==> src/rtl/ccc_cfg_seq_if.sv <==
// Request/divider inputs, PLL lock and serial configuration outputs of ccc_cfg_seq.
interface ccc_cfg_seq_if;
  logic       REQ;
  logic [4:0] OADIV;
  logic [4:0] OBDIV;
  logic [4:0] OCDIV;
  logic       LOCK;
  logic       SDIN;
  logic       SCLK;
  logic       SSHIFT;
  logic       SUPDATE;
  logic       BUSY;
  logic       DONE;
  logic       ERR;

  modport master (
    output REQ, OADIV, OBDIV, OCDIV, LOCK,
    input  SDIN, SCLK, SSHIFT, SUPDATE, BUSY, DONE, ERR
  );

  modport slave (
    input  REQ, OADIV, OBDIV, OCDIV, LOCK,
    output SDIN, SCLK, SSHIFT, SUPDATE, BUSY, DONE, ERR
  );
endinterface

==> src/rtl/ccc_cfg_seq.sv <==
// CCC dynamic-configuration sequencer: shifts a 15-bit divider word into the
// CCC LSB first, strobes the update, then waits for a stable PLL lock.
module ccc_cfg_seq #(
  parameter int SCLK_HALF    = 2,
  parameter int LOCK_TIMEOUT = 1024,
  parameter int LOCK_STABLE  = 16
) (
  input  logic         CLK,
  input  logic         RESET,
  ccc_cfg_seq_if.slave bus
);

  typedef enum logic [2:0] {
    IDLE,
    LOAD,
    SHIFT,
    UPDATE,
    WAIT_LOCK,
    FINISH
  } state_t;

  localparam logic [7:0]  HALF_LAST    = 8'(SCLK_HALF - 1);
  localparam logic [7:0]  STABLE_TERM  = 8'(LOCK_STABLE);
  localparam logic [15:0] TIMEOUT_TERM = 16'(LOCK_TIMEOUT);
  localparam logic [3:0]  LAST_BIT     = 4'd14;

  state_t      state_q, state_d;
  logic [14:0] word_q, word_d;
  logic [3:0]  bit_cnt_q, bit_cnt_d;
  logic [7:0]  ph_cnt_q, ph_cnt_d;
  logic        phase_q, phase_d;
  logic [7:0]  stab_cnt_q, stab_cnt_d;
  logic [15:0] tmo_cnt_q, tmo_cnt_d;
  logic        lock_meta_q, lock_meta_d;
  logic        lock_s_q, lock_s_d;
  logic        sdin_q, sdin_d;
  logic        sclk_q, sclk_d;
  logic        sshift_q, sshift_d;
  logic        supdate_q, supdate_d;
  logic        busy_q, busy_d;
  logic        done_q, done_d;
  logic        err_q, err_d;

  // Counters stop at their terminal value instead of wrapping.
  function automatic logic [7:0] sat_inc8(input logic [7:0] v, input logic [7:0] term);
    return (v >= term) ? term : v + 8'd1;
  endfunction

  function automatic logic [15:0] sat_inc16(input logic [15:0] v, input logic [15:0] term);
    return (v >= term) ? term : v + 16'd1;
  endfunction

  // Next-state, datapath updates and registered-output values.
  always_comb begin
    state_d     = state_q;
    word_d      = word_q;
    bit_cnt_d   = bit_cnt_q;
    ph_cnt_d    = ph_cnt_q;
    phase_d     = phase_q;
    stab_cnt_d  = stab_cnt_q;
    tmo_cnt_d   = tmo_cnt_q;
    done_d      = 1'b0;
    err_d       = 1'b0;
    lock_meta_d = bus.LOCK;
    lock_s_d    = lock_meta_q;

    case (state_q)
      IDLE: begin
        if (bus.REQ) state_d = LOAD;
      end
      LOAD: begin
        word_d    = {bus.OCDIV, bus.OBDIV, bus.OADIV};
        bit_cnt_d = 4'd0;
        ph_cnt_d  = 8'd0;
        phase_d   = 1'b0;
        state_d   = SHIFT;
      end
      SHIFT: begin
        if (ph_cnt_q >= HALF_LAST) begin
          ph_cnt_d = 8'd0;
          if (!phase_q) begin
            phase_d = 1'b1;
          end else begin
            // End of the high phase: the CCC has sampled this bit, move to the next.
            phase_d = 1'b0;
            word_d  = {1'b0, word_q[14:1]};
            if (bit_cnt_q == LAST_BIT) state_d = UPDATE;
            else bit_cnt_d = bit_cnt_q + 4'd1;
          end
        end else begin
          ph_cnt_d = ph_cnt_q + 8'd1;
        end
      end
      UPDATE: begin
        if (ph_cnt_q >= HALF_LAST) begin
          ph_cnt_d   = 8'd0;
          stab_cnt_d = 8'd0;
          tmo_cnt_d  = 16'd0;
          state_d    = WAIT_LOCK;
        end else begin
          ph_cnt_d = ph_cnt_q + 8'd1;
        end
      end
      WAIT_LOCK: begin
        stab_cnt_d = lock_s_q ? sat_inc8(stab_cnt_q, STABLE_TERM) : 8'd0;
        tmo_cnt_d  = sat_inc16(tmo_cnt_q, TIMEOUT_TERM);
        // Lock confirmation takes priority over a simultaneous timeout.
        if (stab_cnt_d >= STABLE_TERM) begin
          state_d = FINISH;
          done_d  = 1'b1;
        end else if (tmo_cnt_d >= TIMEOUT_TERM) begin
          state_d = FINISH;
          err_d   = 1'b1;
        end
      end
      FINISH: begin
        state_d = IDLE;
      end
      default: begin
        state_d = IDLE;
      end
    endcase

    // Outputs are registered from the next state so they line up with state_q.
    busy_d    = (state_d != IDLE);
    sshift_d  = (state_d == SHIFT);
    sclk_d    = (state_d == SHIFT) && phase_d;
    sdin_d    = (state_d == SHIFT) && word_d[0];
    supdate_d = (state_d == UPDATE);
  end

  // State, datapath, synchronizer and output registers.
  always_ff @(posedge CLK or posedge RESET) begin
    if (RESET) begin
      state_q     <= IDLE;
      word_q      <= '0;
      bit_cnt_q   <= '0;
      ph_cnt_q    <= '0;
      phase_q     <= 1'b0;
      stab_cnt_q  <= '0;
      tmo_cnt_q   <= '0;
      lock_meta_q <= 1'b0;
      lock_s_q    <= 1'b0;
      sdin_q      <= 1'b0;
      sclk_q      <= 1'b0;
      sshift_q    <= 1'b0;
      supdate_q   <= 1'b0;
      busy_q      <= 1'b0;
      done_q      <= 1'b0;
      err_q       <= 1'b0;
    end else begin
      state_q     <= state_d;
      word_q      <= word_d;
      bit_cnt_q   <= bit_cnt_d;
      ph_cnt_q    <= ph_cnt_d;
      phase_q     <= phase_d;
      stab_cnt_q  <= stab_cnt_d;
      tmo_cnt_q   <= tmo_cnt_d;
      lock_meta_q <= lock_meta_d;
      lock_s_q    <= lock_s_d;
      sdin_q      <= sdin_d;
      sclk_q      <= sclk_d;
      sshift_q    <= sshift_d;
      supdate_q   <= supdate_d;
      busy_q      <= busy_d;
      done_q      <= done_d;
      err_q       <= err_d;
    end
  end

  assign bus.SDIN    = sdin_q;
  assign bus.SCLK    = sclk_q;
  assign bus.SSHIFT  = sshift_q;
  assign bus.SUPDATE = supdate_q;
  assign bus.BUSY    = busy_q;
  assign bus.DONE    = done_q;
  assign bus.ERR     = err_q;

endmodule

==> src/flat_wrapper.sv <==
// flat-port wrapper written by rule: the top's interface ports become plain ports
module ccc_cfg_seq_flat 
#(
  parameter int SCLK_HALF    = 2,
  parameter int LOCK_TIMEOUT = 1024,
  parameter int LOCK_STABLE  = 16
)
  (CLK, RESET, bus_REQ, bus_OADIV, bus_OBDIV, bus_OCDIV, bus_LOCK, bus_SDIN, bus_SCLK, bus_SSHIFT, bus_SUPDATE, bus_BUSY, bus_DONE, bus_ERR);
  ccc_cfg_seq_if bus_i ();
  input  logic CLK;
  input  logic RESET;
  input wire logic [$bits(bus_i.REQ)-1:0] bus_REQ;
  input wire logic [$bits(bus_i.OADIV)-1:0] bus_OADIV;
  input wire logic [$bits(bus_i.OBDIV)-1:0] bus_OBDIV;
  input wire logic [$bits(bus_i.OCDIV)-1:0] bus_OCDIV;
  input wire logic [$bits(bus_i.LOCK)-1:0] bus_LOCK;
  output wire logic [$bits(bus_i.SDIN)-1:0] bus_SDIN;
  output wire logic [$bits(bus_i.SCLK)-1:0] bus_SCLK;
  output wire logic [$bits(bus_i.SSHIFT)-1:0] bus_SSHIFT;
  output wire logic [$bits(bus_i.SUPDATE)-1:0] bus_SUPDATE;
  output wire logic [$bits(bus_i.BUSY)-1:0] bus_BUSY;
  output wire logic [$bits(bus_i.DONE)-1:0] bus_DONE;
  output wire logic [$bits(bus_i.ERR)-1:0] bus_ERR;
  assign bus_i.REQ = bus_REQ;
  assign bus_i.OADIV = bus_OADIV;
  assign bus_i.OBDIV = bus_OBDIV;
  assign bus_i.OCDIV = bus_OCDIV;
  assign bus_i.LOCK = bus_LOCK;
  assign bus_SDIN = bus_i.SDIN;
  assign bus_SCLK = bus_i.SCLK;
  assign bus_SSHIFT = bus_i.SSHIFT;
  assign bus_SUPDATE = bus_i.SUPDATE;
  assign bus_BUSY = bus_i.BUSY;
  assign bus_DONE = bus_i.DONE;
  assign bus_ERR = bus_i.ERR;
  ccc_cfg_seq #(.SCLK_HALF(SCLK_HALF), .LOCK_TIMEOUT(LOCK_TIMEOUT), .LOCK_STABLE(LOCK_STABLE)) u_core (.CLK(CLK), .RESET(RESET), .bus(bus_i));
endmodule
==> config.mk <==
export PLATFORM = sky130hd
export DESIGN_NAME = ccc_cfg_seq_flat
export DESIGN_NICKNAME = d
export VERILOG_FILES = /design/src/rtl/ccc_cfg_seq_if.sv /design/src/rtl/ccc_cfg_seq.sv /design/src/flat_wrapper.sv
export SDC_FILE = /design/constraint.sdc
export NUM_CORES = 1
export LEC_CHECK = 0
export ABC_CLOCK_PERIOD_IN_PS = 6700
export BUFFER_PORTS_ARGS = -buffer_cell sky130_fd_sc_hd__clkbuf_2
export CAP_MARGIN = 5
export CORE_MARGIN = 2
export CORE_UTILIZATION = 47
export DETAILED_ROUTE_END_ITERATION = 12
export HOLD_SLACK_MARGIN = 0.06
export PLACE_DENSITY = 0.66
export SETUP_SLACK_MARGIN = 0.02
export SYNTH_ARGS = -nofsm -noshare
export SYNTH_HDL_FRONTEND = slang
export SYNTH_SLANG_ARGS = --single-unit
==> constraint.sdc <==
create_clock -name CLK -period 6.7 [get_ports CLK]
set_clock_uncertainty 0.2 [all_clocks]
set_input_delay 1.34 -clock CLK [delete_from_list [all_inputs] [get_ports CLK]]
set_output_delay 1.34 -clock CLK [all_outputs]
set_load 0.01 [all_outputs]
Yosys cells after proc, flatten, opt, wreduce, memory -nomap -nowiden
Cells that the tools add are included.
{"block": "totals", "ff_bits": 64, "latchBits": 0, "ramBits": 0, "mem_bits_ro": 0, "inputBits": 19, "out_inout_bits": 7, "word_cells": 80, "n_memories": 0}
{"block": "classes", "n_addsub": 4, "mul": 0, "n_div": 0, "n_lt_le_gt_ge": 5, "n_eq_ne": 11, "n_shift": 0, "muxes": 32, "bitwise": 0, "n_reduce_logical": 11}
{"operator": "$ge A16 B11 Y1 const B", "count": 2}
{"operator": "$mux W16", "count": 2}
{"operator": "$mux W8", "count": 4}
{"operator": "$pmux W16 S2", "count": 1}
{"operator": "$pmux W8 S2", "count": 2}
{"operator": "$mux W15", "count": 2}
{"operator": "$pmux W15 S2", "count": 1}
{"operator": "$mux W3", "count": 7}
{"operator": "$add A16 B1 Y16 const B", "count": 1}
{"operator": "$add A8 B1 Y8 const B", "count": 2}
{"operator": "$ge A8 B5 Y1 const B", "count": 2}
{"operator": "$pmux W3 S5", "count": 1}
{"operator": "$eq A3 B2 Y1 const B", "count": 4}
{"operator": "$mux W4", "count": 3}
{"operator": "$ge A8 B1 Y1 const B", "count": 1}
{"operator": "$pmux W4 S2", "count": 1}
{"operator": "$mux W1", "count": 7}
{"operator": "$ne A2 B1 Y1 const B", "count": 3}
{"operator": "$reduce_bool A2 Y1", "count": 3}
{"operator": "$add A4 B1 Y4 const B", "count": 1}
{"operator": "$eq A4 B4 Y1 const B", "count": 1}
{"operator": "$reduce_and A4 Y1", "count": 1}
{"operator": "$eq A3 B1 Y1 const B", "count": 1}
{"operator": "$eq A3 B3 Y1 const B", "count": 1}
{"operator": "other kinds (8)", "count": 9}

Logic depth before layout (Yosys ltp)
Gate-level depths: netlist of run 1.
{"block": "depth", "word_depth": 8, "ltp_mapped": 9, "mapped_depth_nobuf": 7}

Worst setup path before layout of run 1
No wires, ideal clock.
{"block": "synth_path", "path_type": "input -> register", "start": "input bus_REQ", "end": "register u_core.sdin_q (netlist: u_core.bus.SDIN)", "setup_ns": 0.094, "arrival_ns": 1.782, "t_required_ns": 6.406, "path_slack_ns": 4.624, "cell_stages": 3, "path_buffers": 0, "cell_sequence": "a31oi_1 o21ai_0 a211oi_1"}
{"block": "synth_between", "elab_chain_cells": 4}
{"item": "start: declaration", "line": "flat_wrapper.sv:12", "source": "input wire logic [$bits(bus_i.REQ)-1:0] bus_REQ;"}
{"item": "$mux W3", "line": "ccc_cfg_seq.sv:69", "source": "if (bus.REQ) state_d = LOAD;"}
{"item": "$pmux W3 S5", "line": "ccc_cfg_seq.sv:67", "source": "case (state_q)"}
{"item": "$eq A3 B2 Y1", "line": "ccc_cfg_seq.sv:128", "source": "sdin_d = (state_d == SHIFT) && word_d[0];"}
{"item": "$logic_and A1 B1 Y1", "line": "ccc_cfg_seq.sv:128"}
{"item": "net u_core.sdin_d", "line": "ccc_cfg_seq.sv:36", "source": "logic sdin_q, sdin_d;"}
{"item": "end signal: assignment", "line": "ccc_cfg_seq.sv:161", "source": "sdin_q <= sdin_d;"}
{"item": "end: declaration", "line": "ccc_cfg_seq.sv:36"}
The timed path passes the listed nets, and every way through them passes these cells.
A chain may end at the register's enable or synchronous reset.

Worst setup path after layout of run 1
{"block": "layout_path", "start": "register u_core.state_q[2]", "end": "register u_core.bit_cnt_q[0]"}
{"block": "layout_between", "elab_chain_cells": 3, "elab_cells_between_ends": 8, "classes_between": "eq/ne (5); mux (1); reduce/logical (2)"}
{"item": "start: declaration", "line": "ccc_cfg_seq.sv:27", "source": "state_t state_q, state_d;"}
{"item": "start signal: assignment", "line": "ccc_cfg_seq.sv:152", "source": "state_q <= state_d;"}
{"item": "$eq A3 B2 Y1 / $eq A3 B1 Y1 (equally long branches)", "line": "ccc_cfg_seq.sv:67"}
{"item": "$ne A2 B1 Y1 (no source line), or another cell as far along"}
{"item": "$reduce_and A4 Y1 (no source line)"}
{"item": "end signal: assignment", "line": "ccc_cfg_seq.sv:154", "source": "bit_cnt_q <= bit_cnt_d;"}
{"item": "end: declaration", "line": "ccc_cfg_seq.sv:29", "source": "logic [3:0] bit_cnt_q, bit_cnt_d;"}
Parallel ways exist; a longest one is shown, timed or not.

==> results of run 1 <==
-- placed cells by master (no fill, tap or decap), drive strengths merged, types with 2 or more instances in the layout --
master  netlist  routed
dfrtp        64      64
nand2        54      54
clkbuf        3      39
nor2         22      22
o21ai        17      17
and2         16      16
a22oi        14      14
inv          12      12
nand3        10      10
ha            9       9
a31oi         7       7
a21oi         5       5
xor2          4       4
nor4          4       4
o31ai         3       3
and3          3       3
a21o          2       2
a22o          2       2
nand4         2       2
nor3          2       2
buf           6       2
nor3b         2       2
a211oi        2       2
or2           2       2
-- per-stage QoR --
| stage | area, µm² | total power (µW) | setup slack [ps] | hold slack (ps) |
|---|---|---|---|---|
| CTS | 3230 | 767 | 3790 | 153 |
| floorplan | 2820 | 403 | 3560 | 131 |
| finish | 3230 | 758 | 3800 | 150 |
| detailed placement | 3010 | 412 | 3810 | 137 |
| global route | 3230 | 788 | 3560 | 184 |
| global placement | 3010 | 412 | 3790 | 134 |
-- registers in the layout, indices dropped and copies added (netlist names), 3 cells and up --
signal / flops
u_core.bit_cnt_q: 4
u_core.stab_cnt_q: 8
u_core.tmo_cnt_q: 16
u_core.ph_cnt_q: 8
u_core.state_q: 3
u_core.word_q: 15
-- final timing paths --
kind | endpoint | slack [ps] | depth (start not counted)
worst max-delay path | u_core.bit_cnt_q[0]$_DFFE_PP0P_ | 3800 | 5
worst min-delay path | u_core.lock_s_q$_DFF_PP0_ | 150 | 0
worst max register to register | u_core.bit_cnt_q[0]$_DFFE_PP0P_ | 3800 | 5
worst min register to register | u_core.lock_s_q$_DFF_PP0_ | 150 | 0
max in group asynchronous | u_core.tmo_cnt_q[1]$_DFFE_PP0P_ | 4790 | 3
min in group asynchronous | u_core.tmo_cnt_q[6]$_DFFE_PP0P_ | 1000 | 3
-- report_power, final --
part	total, µW	internal, µW	switching (µW)
registers	389	388	0.683
logic	14.7	4.98	9.70
clock network	355	212	143
total	758	605	153
-- metal layers --
| metal | GRT usage [%] | share of wire, % | vias up |
|---|---|---|---|
| met5 | 0 | 0 | - |
| met4 | 10.2 | 2.2 | 0 |
| met3 | 4.56 | 4.6 | 7 |
| met2 | 24.3 | 43 | 34 |
| met1 | 24.1 | 50 | 955 |
| li1 | - | - | 1014 |
-- synthesized netlist by cell type (2+ instances only) --
| library cell | instances |
|---|---|
| dfrtp_1 | 64 |
| nand2_1 | 54 |
| nor2_1 | 22 |
| and2_1 | 16 |
| a22oi_1 | 14 |
| inv_1 | 11 |
| nand3_1 | 10 |
| o21ai_1 | 10 |
| ha_1 | 9 |
| a31oi_1 | 7 |
| o21ai_0 | 7 |
| a21oi_1 | 5 |
| buf_2 | 4 |
| xor2_1 | 4 |
| and3_1 | 3 |
| clkbuf_1 | 3 |
| nor4_1 | 3 |
| o31ai_1 | 3 |
| a21o_1 | 2 |
| a22o_1 | 2 |
| nand4_1 | 2 |
| nor3_1 | 2 |
| nor3b_1 | 2 |
-- area by class of cell --
type                    instances  area [µm²]
flip-flops and latches         64        1600
inverters                      12        45.0
multi-input cells             193        1130
clock inverters                 2        35.0
clock buffers                  14         183
well taps                      75        93.8
repair buffers                 27         140
fillers                       515        2630
-- kinds of logic (layout without fill, tap and decap cells) --
logic type / after synthesis / count (layout) / synth area share, %
flip-flops: 64 / 64 / 56.9
AO/OA/AOI/OAI: 58 / 58 / 13.9
AND/OR/NAND/NOR: 121 / 121 / 20.4
adder cells (fa/ha/maj): 9 / 9 / 4.00
XOR/XNOR: 5 / 5 / 1.56
buffers and inverters: 21 / 55 / 3.24
-- worst max-delay path, stage by stage (launching register included) --
cell and delay (ps):
dfrtp_1 500, or3b_1 510, a211oi_4 680, nor2_1 390, or2_1 340, a21o_1 180
==> metrics.txt, run 1 <==
# H-tree levels=3; Post-synth EDFFs=0; Leak Pwr=between 0.0015 and 0.002 µW; worst-margin pin slew=roughly 840 ps; first-pass GRT wire length=8540 µm; Synth area leader=dfrtp_1; largest cells by area after synthesis=dfrtp_1, nand2_1, ha_1, a22oi_1, and2_1; Ys Warns=0; routed vias=2010; max cap viols=0; post-route ant nets=0; starting density of the core=48.1%; Clock Pin Slew Worst Setup and Hold Paths=about 70 ps; via/cell ratio=5.19; Core ar.=5850 µm²; run status=finished, final reports clean; DRC=0; Hold Violations, Final=0; Top FF cell, synth=dfrtp_1; Layout area overhead=14.6%; TritonRoute pass-1 iters=6; CTS tree=done; Port Buffer Count=25; layout cells sized above 1=16.0%; # IOs=26; Util after Layout=55.1%; unrepaired setup endpoints after global routing=no; Cell Area, Synth=2820 µm²; dpl hpwl=3290 µm; PD cells=about 240 nW/µm²; CP Capture Type=flop; Worst Path Required=6730 ps; Yosys reg bits=between 60 and 70; non-filler instance count after layout=387; nets@finish=around 340; std cell rows=28; Critical Path Start Type=flop; Post-CTS Resized=0; GRT Total Usage=17.4%; Final TNS setup=0 ps; 1st-iter DRT viols=134; f_max=roughly 0.34 GHz; CTS Hold Bufs=0; Final period util=between 40% and 50%; CTS Buf Count=9; HP Class=reg -> reg; data arrival time of the critical path=about 2900 ps; Die ar.=6630 µm²; ys async rst share=100%; post-CTS setup buffers=0; Slew Limit Fails=0; # clock sinks=64; maximum number of pins on one net before global-route repair=65; worst vdd ir=~0.14 mV; initial antenna violation count=0; Max-Slew Margin vs Limit=about 44%; Synthesized Nets=306; Root Buffer=clkbuf_8; crit path kind=reg -> reg; dpl cells=around 370; vias in the first global route=roughly 1900; Yosys top cell area share=56.9%; post-synth cell types=42; # setup viols final=0; RR Startpoint=u_core.state_q[2]$_DFF_PP0_; Period minus WS final=2900 ps; CP Launch Point=u_core.state_q[2]$_DFF_PP0_; Mapped Cells=278; ANT cells=0; die extent in y=81.4 µm; maximum clock path buffer count=2; overflow left after global routing=0; Avg WL per Cell=12.6 µm; routed wire length=4890 µm; Skew-Pair Late Insertion Delay=340 ps; Avg Inst Size Synth=10.1 µm²; Crit Path Max Fanout=20; hold wc startpoint=u_core.lock_meta_q$_DFF_PP0_; sequential fraction of the synthesis area=a little under three fifths; Placer Congestion=0.823; Horiz. Die Dim=81.4 µm
Power figures use the tool's default switching activity.
==> inputs of run 2 (changes only) <==
--- a/config.mk
+++ b/config.mk
@@ -5,7 +5,7 @@
 export SDC_FILE = /design/constraint.sdc
 export NUM_CORES = 1
 export LEC_CHECK = 0
-export ABC_CLOCK_PERIOD_IN_PS = 6700
+export ABC_CLOCK_PERIOD_IN_PS = 2850
 export BUFFER_PORTS_ARGS = -buffer_cell sky130_fd_sc_hd__clkbuf_2
 export CAP_MARGIN = 5
 export CORE_MARGIN = 2
==> constraint.sdc (replaced) <==
create_clock -name CLK -period 2.85 [get_ports CLK]
set_clock_uncertainty 0.2 [all_clocks]
set_input_delay 0.57 -clock CLK [delete_from_list [all_inputs] [get_ports CLK]]
set_output_delay 0.57 -clock CLK [all_outputs]
set_load 0.01 [all_outputs]
==> run 2 against run 1 <==
Effect of this change:
- register-to-register slack lost 3300 ps
- critical path depth increased by 1
- utilization is 0.064 points lower
- via count increased by 0.50%
- critical endpoint is now u_core.tmo_cnt_q[7]$_DFFE_PP0P_
==> metrics.txt, run 2 (synthesis gave the netlist of run 1 again) <==
run status=finished, final reports clean; non-filler instance count after layout=388; Largest register FFs=16; Final TNS setup=0 ps; Hold Violations, Final=0; CTS Hold Bufs=0; via/cell ratio=5.21; TritonRoute pass-1 iters=4; biggest regs=u_core.tmo_cnt_q x16, u_core.word_q x15; dpl hpwl=between 3000 and 4000 µm; HP Class=in -> async; worst vdd ir=0.303 mV; die extent in y=81.4 µm; PD cells=527 nW/µm²; Worst Path Required=2900 ps; Horiz. Die Dim=81.4 µm; maximum number of pins on one net before global-route repair=37; # setup viols final=0; Core ar.=~6000 µm²; Layout area overhead=14.4%; CTS Buf Count=9; Die ar.=6630 µm²; Util after Layout=55.1%; Root Buffer=clkbuf_8; nets@finish=between 300 and 400; maximum clock path buffer count=2; worst-margin pin slew=634 ps; Skew-Pair Late Insertion Delay=340 ps; Fin Hold WS=94.9 ps; data arrival time of the critical path=roughly 2400 ps; Leak Pwr=0.00158 µW; Largest Register=u_core.tmo_cnt_q; f_max=0.422 GHz; Placer Congestion=0.776; most frequent cells in the layout=dfrtp_1, nand2_1, clkbuf_2; 1st-iter DRT viols=96; Crit Path Max Fanout=19; overflow left after global routing=0; Port Buffer Count=25; layout cells sized above 1=16.3%; Post-CTS Resized=0; Final period util=around 83%; DRC=0; initial antenna violation count=0; crit path kind=reg -> reg; post-CTS setup buffers=0; dpl cells=373; max cap viols=0; starting density of the core=roughly half; Max-Slew Margin vs Limit=57.6%; Period minus WS final=2370 ps; std cell rows=28; Avg WL per Cell=13.3 µm; # H-tree levels=3; Slew Limit Fails=0; routed vias=2020; # IOs=26; unrepaired setup endpoints after global routing=no; ANT cells=0; first-pass GRT wire length=8830 µm; GRT Total Usage=17.7%; vias in the first global route=1944; worst path cell trace=ha_1, nor4b_2, and2_1, o31a_2, inv_2, a31oi_1; routed wire length=~5200 µm; slowest CP cell=dfrtp_1; fillcell total=a little over 500; # clock sinks=64; CP Capture Type=flop; CTS tree=done; commonest non-fill, non-tap cell in the layout=dfrtp_1; Clock Pin Slew Worst Setup and Hold Paths=70 ps; Overall Power=1700 µW; CP peak stage delay=420 ps; Critical Path Start Type=flop; post-route ant nets=0
[run 2: changes by cell type in the layout (fill, tap and decap cells not counted)]
cell / previous run / this run
buf_12: 0 / 1
buf_4: 2 / 3
clkbuf_8: 13 / 10
clkinv_2: 1 / 3
[run 2: power by group]
| group | leakage (µW) | switching [µW] | internal (µW) |
|---|---|---|---|
| Combinational | 0.000629 | 23.6 | 13.6 |
| Sequential | 0.000855 | 1.82 | 913 |
| Clock | 0.0000989 | 329 | 419 |
| Total | 0.00158 | 354 | 1340 |
[run 2: worst max-delay path: cells and delay by family, from the launching register on]
family,cells,cell delay (ps)
flops,1,420
buf+inv,1,120
compound gates,2,550
simple gates,2,760
fa+ha+maj,1,230
[run 2: path summary, 6_finish.rpt]
kind,start,endpoint,slack [ps],depth (start not counted)
worst max-delay path,u_core.ph_cnt_q[0]$_DFFE_PP0P_,u_core.tmo_cnt_q[7]$_DFFE_PP0P_,480,6
worst min-delay path,RESET,u_core.word_q[9]$_DFFE_PP0P_,90,2
worst max register to register,u_core.ph_cnt_q[0]$_DFFE_PP0P_,u_core.tmo_cnt_q[7]$_DFFE_PP0P_,480,6
worst min register to register,u_core.lock_meta_q$_DFF_PP0_,u_core.lock_s_q$_DFF_PP0_,150,0
max in group asynchronous,RESET,u_core.ph_cnt_q[6]$_DFFE_PP0P_,1740,3
min in group CLK,bus_LOCK,u_core.lock_meta_q$_DFF_PP0_,150,1
[run 2: final cells by class]
class	instances	area [µm²]	area share (%)
sequential	64	1600	49.7
clock inverter	4	45.0	1.40
timing repair buffer	29	168	5.20
tap	75	93.8	2.91
multi-input combinational	193	1130	35.0
clock buffer	11	141	4.39
inverter	12	45.0	1.40
[run 2: per-stage QoR]
stage	setup slack, ps	cell area, µm²
2_1_floorplan	482	2820
3_3_place_gp	576	3040
3_5_place_dp	467	3040
4_1_cts	477	3220
5_1_grt	309	3220
6_report	479	3220
[run 2: metal layers]
metal / track usage [%] / vias up / wire, µm
met5: 0 / - / 0
met1: 23.6 / 979 / 2570
li1: - / 1010 / -
met3: 5.33 / 8 / 153
met2: 26.7 / 23 / 2370
met4: 7.63 / 0 / 72
==> inputs of run 3 (changes only) <==
--- a/config.mk
+++ b/config.mk
@@ -5,14 +5,15 @@
 export SDC_FILE = /design/constraint.sdc
 export NUM_CORES = 1
 export LEC_CHECK = 0
-export ABC_CLOCK_PERIOD_IN_PS = 2850
+export ABC_AREA = 1
+export ABC_CLOCK_PERIOD_IN_PS = 2200
 export BUFFER_PORTS_ARGS = -buffer_cell sky130_fd_sc_hd__clkbuf_2
 export CAP_MARGIN = 5
 export CORE_MARGIN = 2
 export CORE_UTILIZATION = 47
 export DETAILED_ROUTE_END_ITERATION = 12
 export HOLD_SLACK_MARGIN = 0.06
-export PLACE_DENSITY = 0.66
+export PLACE_DENSITY = 0.65
 export SETUP_SLACK_MARGIN = 0.02
 export SYNTH_ARGS = -nofsm -noshare
 export SYNTH_HDL_FRONTEND = slang
==> constraint.sdc (replaced) <==
create_clock -name CLK -period 2.2 [get_ports CLK]
set_clock_uncertainty 0.2 [all_clocks]
set_input_delay 0.44 -clock CLK [delete_from_list [all_inputs] [get_ports CLK]]
set_output_delay 0.44 -clock CLK [all_outputs]
set_load 0.01 [all_outputs]
==> run 3 against run 2 <==
Effect of this change:
- register-to-register slack worse by 240 ps
- area after synthesis is 5.0% higher
- utilization is 1.7 points higher
- largest cell class unchanged
==> metrics.txt, run 3 <==
Clock Pin Slew Worst Setup and Hold Paths=60 ps; f_max=around 0.51 GHz; Ys Warns=0; Leak Pwr=roughly 0.0017 µW; starting density of the core=a little under 50%; Avg Inst Size Synth=8.52 µm²; CP delay by family, top=simple AND/OR/NAND/NOR gates; sequential fraction of the synthesis area=between 50 and 60%; Internal Power=1780 µW; biggest regs=u_core.tmo_cnt_q x16, u_core.word_q x15; max cap viols=0; combinational group share of total power=~2.3%; Horiz. Die Dim=around 83 µm; routed wire length=5580 µm; Final period util=approximately nine tenths; Period minus WS final=1960 ps; Avg WL per Cell=12.0 µm; ANT cells=0; overflow left after global routing=0; Largest Register=u_core.tmo_cnt_q; CP Capture Type=flop; dpl hpwl=3880 µm; Placer Congestion=0.826; worst path cell trace=ha_1, inv_1, nand2_1, nor2_1, nand2_2, nand2_1, nor2_1, nor2_1, nand3_1, nor2_1; data arrival time of the critical path=2010 ps; first-pass GRT wire length=10000 µm; Crit Path Max Fanout=5; Fin Hold WS=109 ps; Final WS setup=between 200 and 250 ps; Core ar.=5990 µm²; ys async rst share=100%; HP Class=in -> reg; Final TNS setup=0 ps; Worst Path Required=2260 ps; CP peak stage delay=about 430 ps; Psw=464 µW; std cell rows=28; post-route ant nets=0; Yosys top cell area share=54.2%; # IOs=26; slowest CP cell=dfrtp_1; most frequent cells in the layout=nand2_1, dfrtp_1, inv_1; Yosys reg bits=64; CTS Hold Bufs=2; clock share of power=45.1%; # setup viols final=0; post-CTS setup buffers=0; Synth area leader=dfrtp_1; CTS Buf Count=9; # clock sinks=64; 1st-iter DRT viols=106; layout cells sized above 1=14.9%; Die ar.=6940 µm²; Critical Path Start Type=flop; Synthesized Nets=375; Layout area overhead=15.0%; nets@finish=around 410; worst-margin pin slew=roughly 430 ps; Slew Limit Fails=0; initial antenna violation count=0; Hold Violations, Final=0; TritonRoute pass-1 iters=4; DRC=0; Largest register FFs=16; Port Buffer Count=25; unrepaired setup endpoints after global routing=no; Critical Path Most Common Cell=nor2_1; sequential share of power=52.7%; Cell Area, Synth=2960 µm²; # H-tree levels=3; crit path kind=reg -> reg; routed vias=about 2200; Post-synth EDFFs=0; Max-Slew Margin vs Limit=71.4%; largest cells by area after synthesis=dfrtp_1, nand2_1, nand3_1, inv_1, nor2_1; Skew-Pair Late Insertion Delay=330 ps; CTS tree=done; maximum clock path buffer count=2; worst path bufs/invs=1; post-synth cell types=30; dominant cell by count in the synthesized netlist=nand2_1; Place WS=270 ps; maximum number of pins on one net before global-route repair=65; Top FF cell, synth=dfrtp_1; run status=finished, final reports clean; Post-CTS Resized=0; via/cell ratio=4.85; worst vdd ir=0.349 mV; die extent in y=83.3 µm; vias in the first global route=2256; Root Buffer=clkbuf_8; PD cells=661 nW/µm²; commonest non-fill, non-tap cell in the layout=nand2_1; Mapped Cells=347; switching share of power=20.6%; GRT Total Usage=17.6%; top cells by count, synth=nand2_1, dfrtp_1, inv_1, nand3_1, nor2_1; Overall Power=about 2200 µW
-- run 3: layer usage --
layer	GRT usage, %	vias to the layer above	wire [µm]
li1	-	1169	-
met1	24.5	1046	2850
met2	26.8	28	2540
met3	5.27	2	170
met4	5.37	0	13
met5	0	-	0
-- run 3: cell type report --
| class | count | area, µm² |
|---|---|---|
| Clock buffer | 13 | 159 |
| Clock inverter | 3 | 40.0 |
| Fill cell | 529 | 2590 |
| Inverter | 53 | 205 |
| Multi-Input combinational cell | 224 | 1110 |
| Sequential cell | 64 | 1600 |
| Tap cell | 75 | 93.8 |
| Timing Repair Buffer | 31 | 188 |
-- run 3: power groups by stage --
stage / Combinational, µW / Clock, µW / Sequential (µW)
2_1_floorplan: 21.5 / 0 / 1210
5_1_grt: 60.5 / 1100 / 1180
3_5_place_dp: 50.9 / 0 / 1210
6_report: 51.1 / 1010 / 1180
4_1_cts: 53.6 / 1040 / 1180
3_3_place_gp: 50.3 / 0 / 1210
-- run 3: final timing paths --
path | startpoint | end | slack, ps | cells after the start
hold / removal | bus_OCDIV[4] | u_core.word_q[14]$_DFFE_PP0P_ | 110 | 3
min in group asynchronous | RESET | u_core.stab_cnt_q[3]$_DFFE_PP0P_ | 540 | 4
setup / recovery | u_core.ph_cnt_q[0]$_DFFE_PP0P_ | u_core.bus.SDIN$_DFF_PP0_ | 240 | 10
setup reg to reg | u_core.ph_cnt_q[0]$_DFFE_PP0P_ | u_core.bus.SDIN$_DFF_PP0_ | 240 | 10
max in group asynchronous | RESET | u_core.tmo_cnt_q[5]$_DFFE_PP0P_ | 1000 | 4
hold reg to reg | u_core.lock_meta_q$_DFF_PP0_ | u_core.lock_s_q$_DFF_PP0_ | 150 | 0
-- run 3: per-stage QoR --
stage | std cells | utilization, % | cell area [µm²]
floorplan | 347 | - | 2960
global placement | 445 | 53.1 | 3180
detailed placement | 445 | 53.1 | 3180
CTS | 463 | 56.8 | 3400
global route | 463 | 56.8 | 3400
finish | 463 | 56.8 | 3400
-- run 3: kinds of logic after synthesis --
family / Yosys count / synth area share (%)
simple gates: 175 / 25.5
compound gates: 34 / 6.56
buf+inv: 59 / 8.17
fa+ha+maj: 9 / 3.81
flops: 64 / 54.2
xor+xnor: 6 / 1.78
-- run 3: worst reg2reg max path: cells and delay by family (launching register included) --
family | cells | cell delay, ps
adder cells (fa/ha/maj) | 1 | 250
buffers and inverters | 1 | 60
flip-flops | 1 | 430
AND/OR/NAND/NOR | 8 | 960
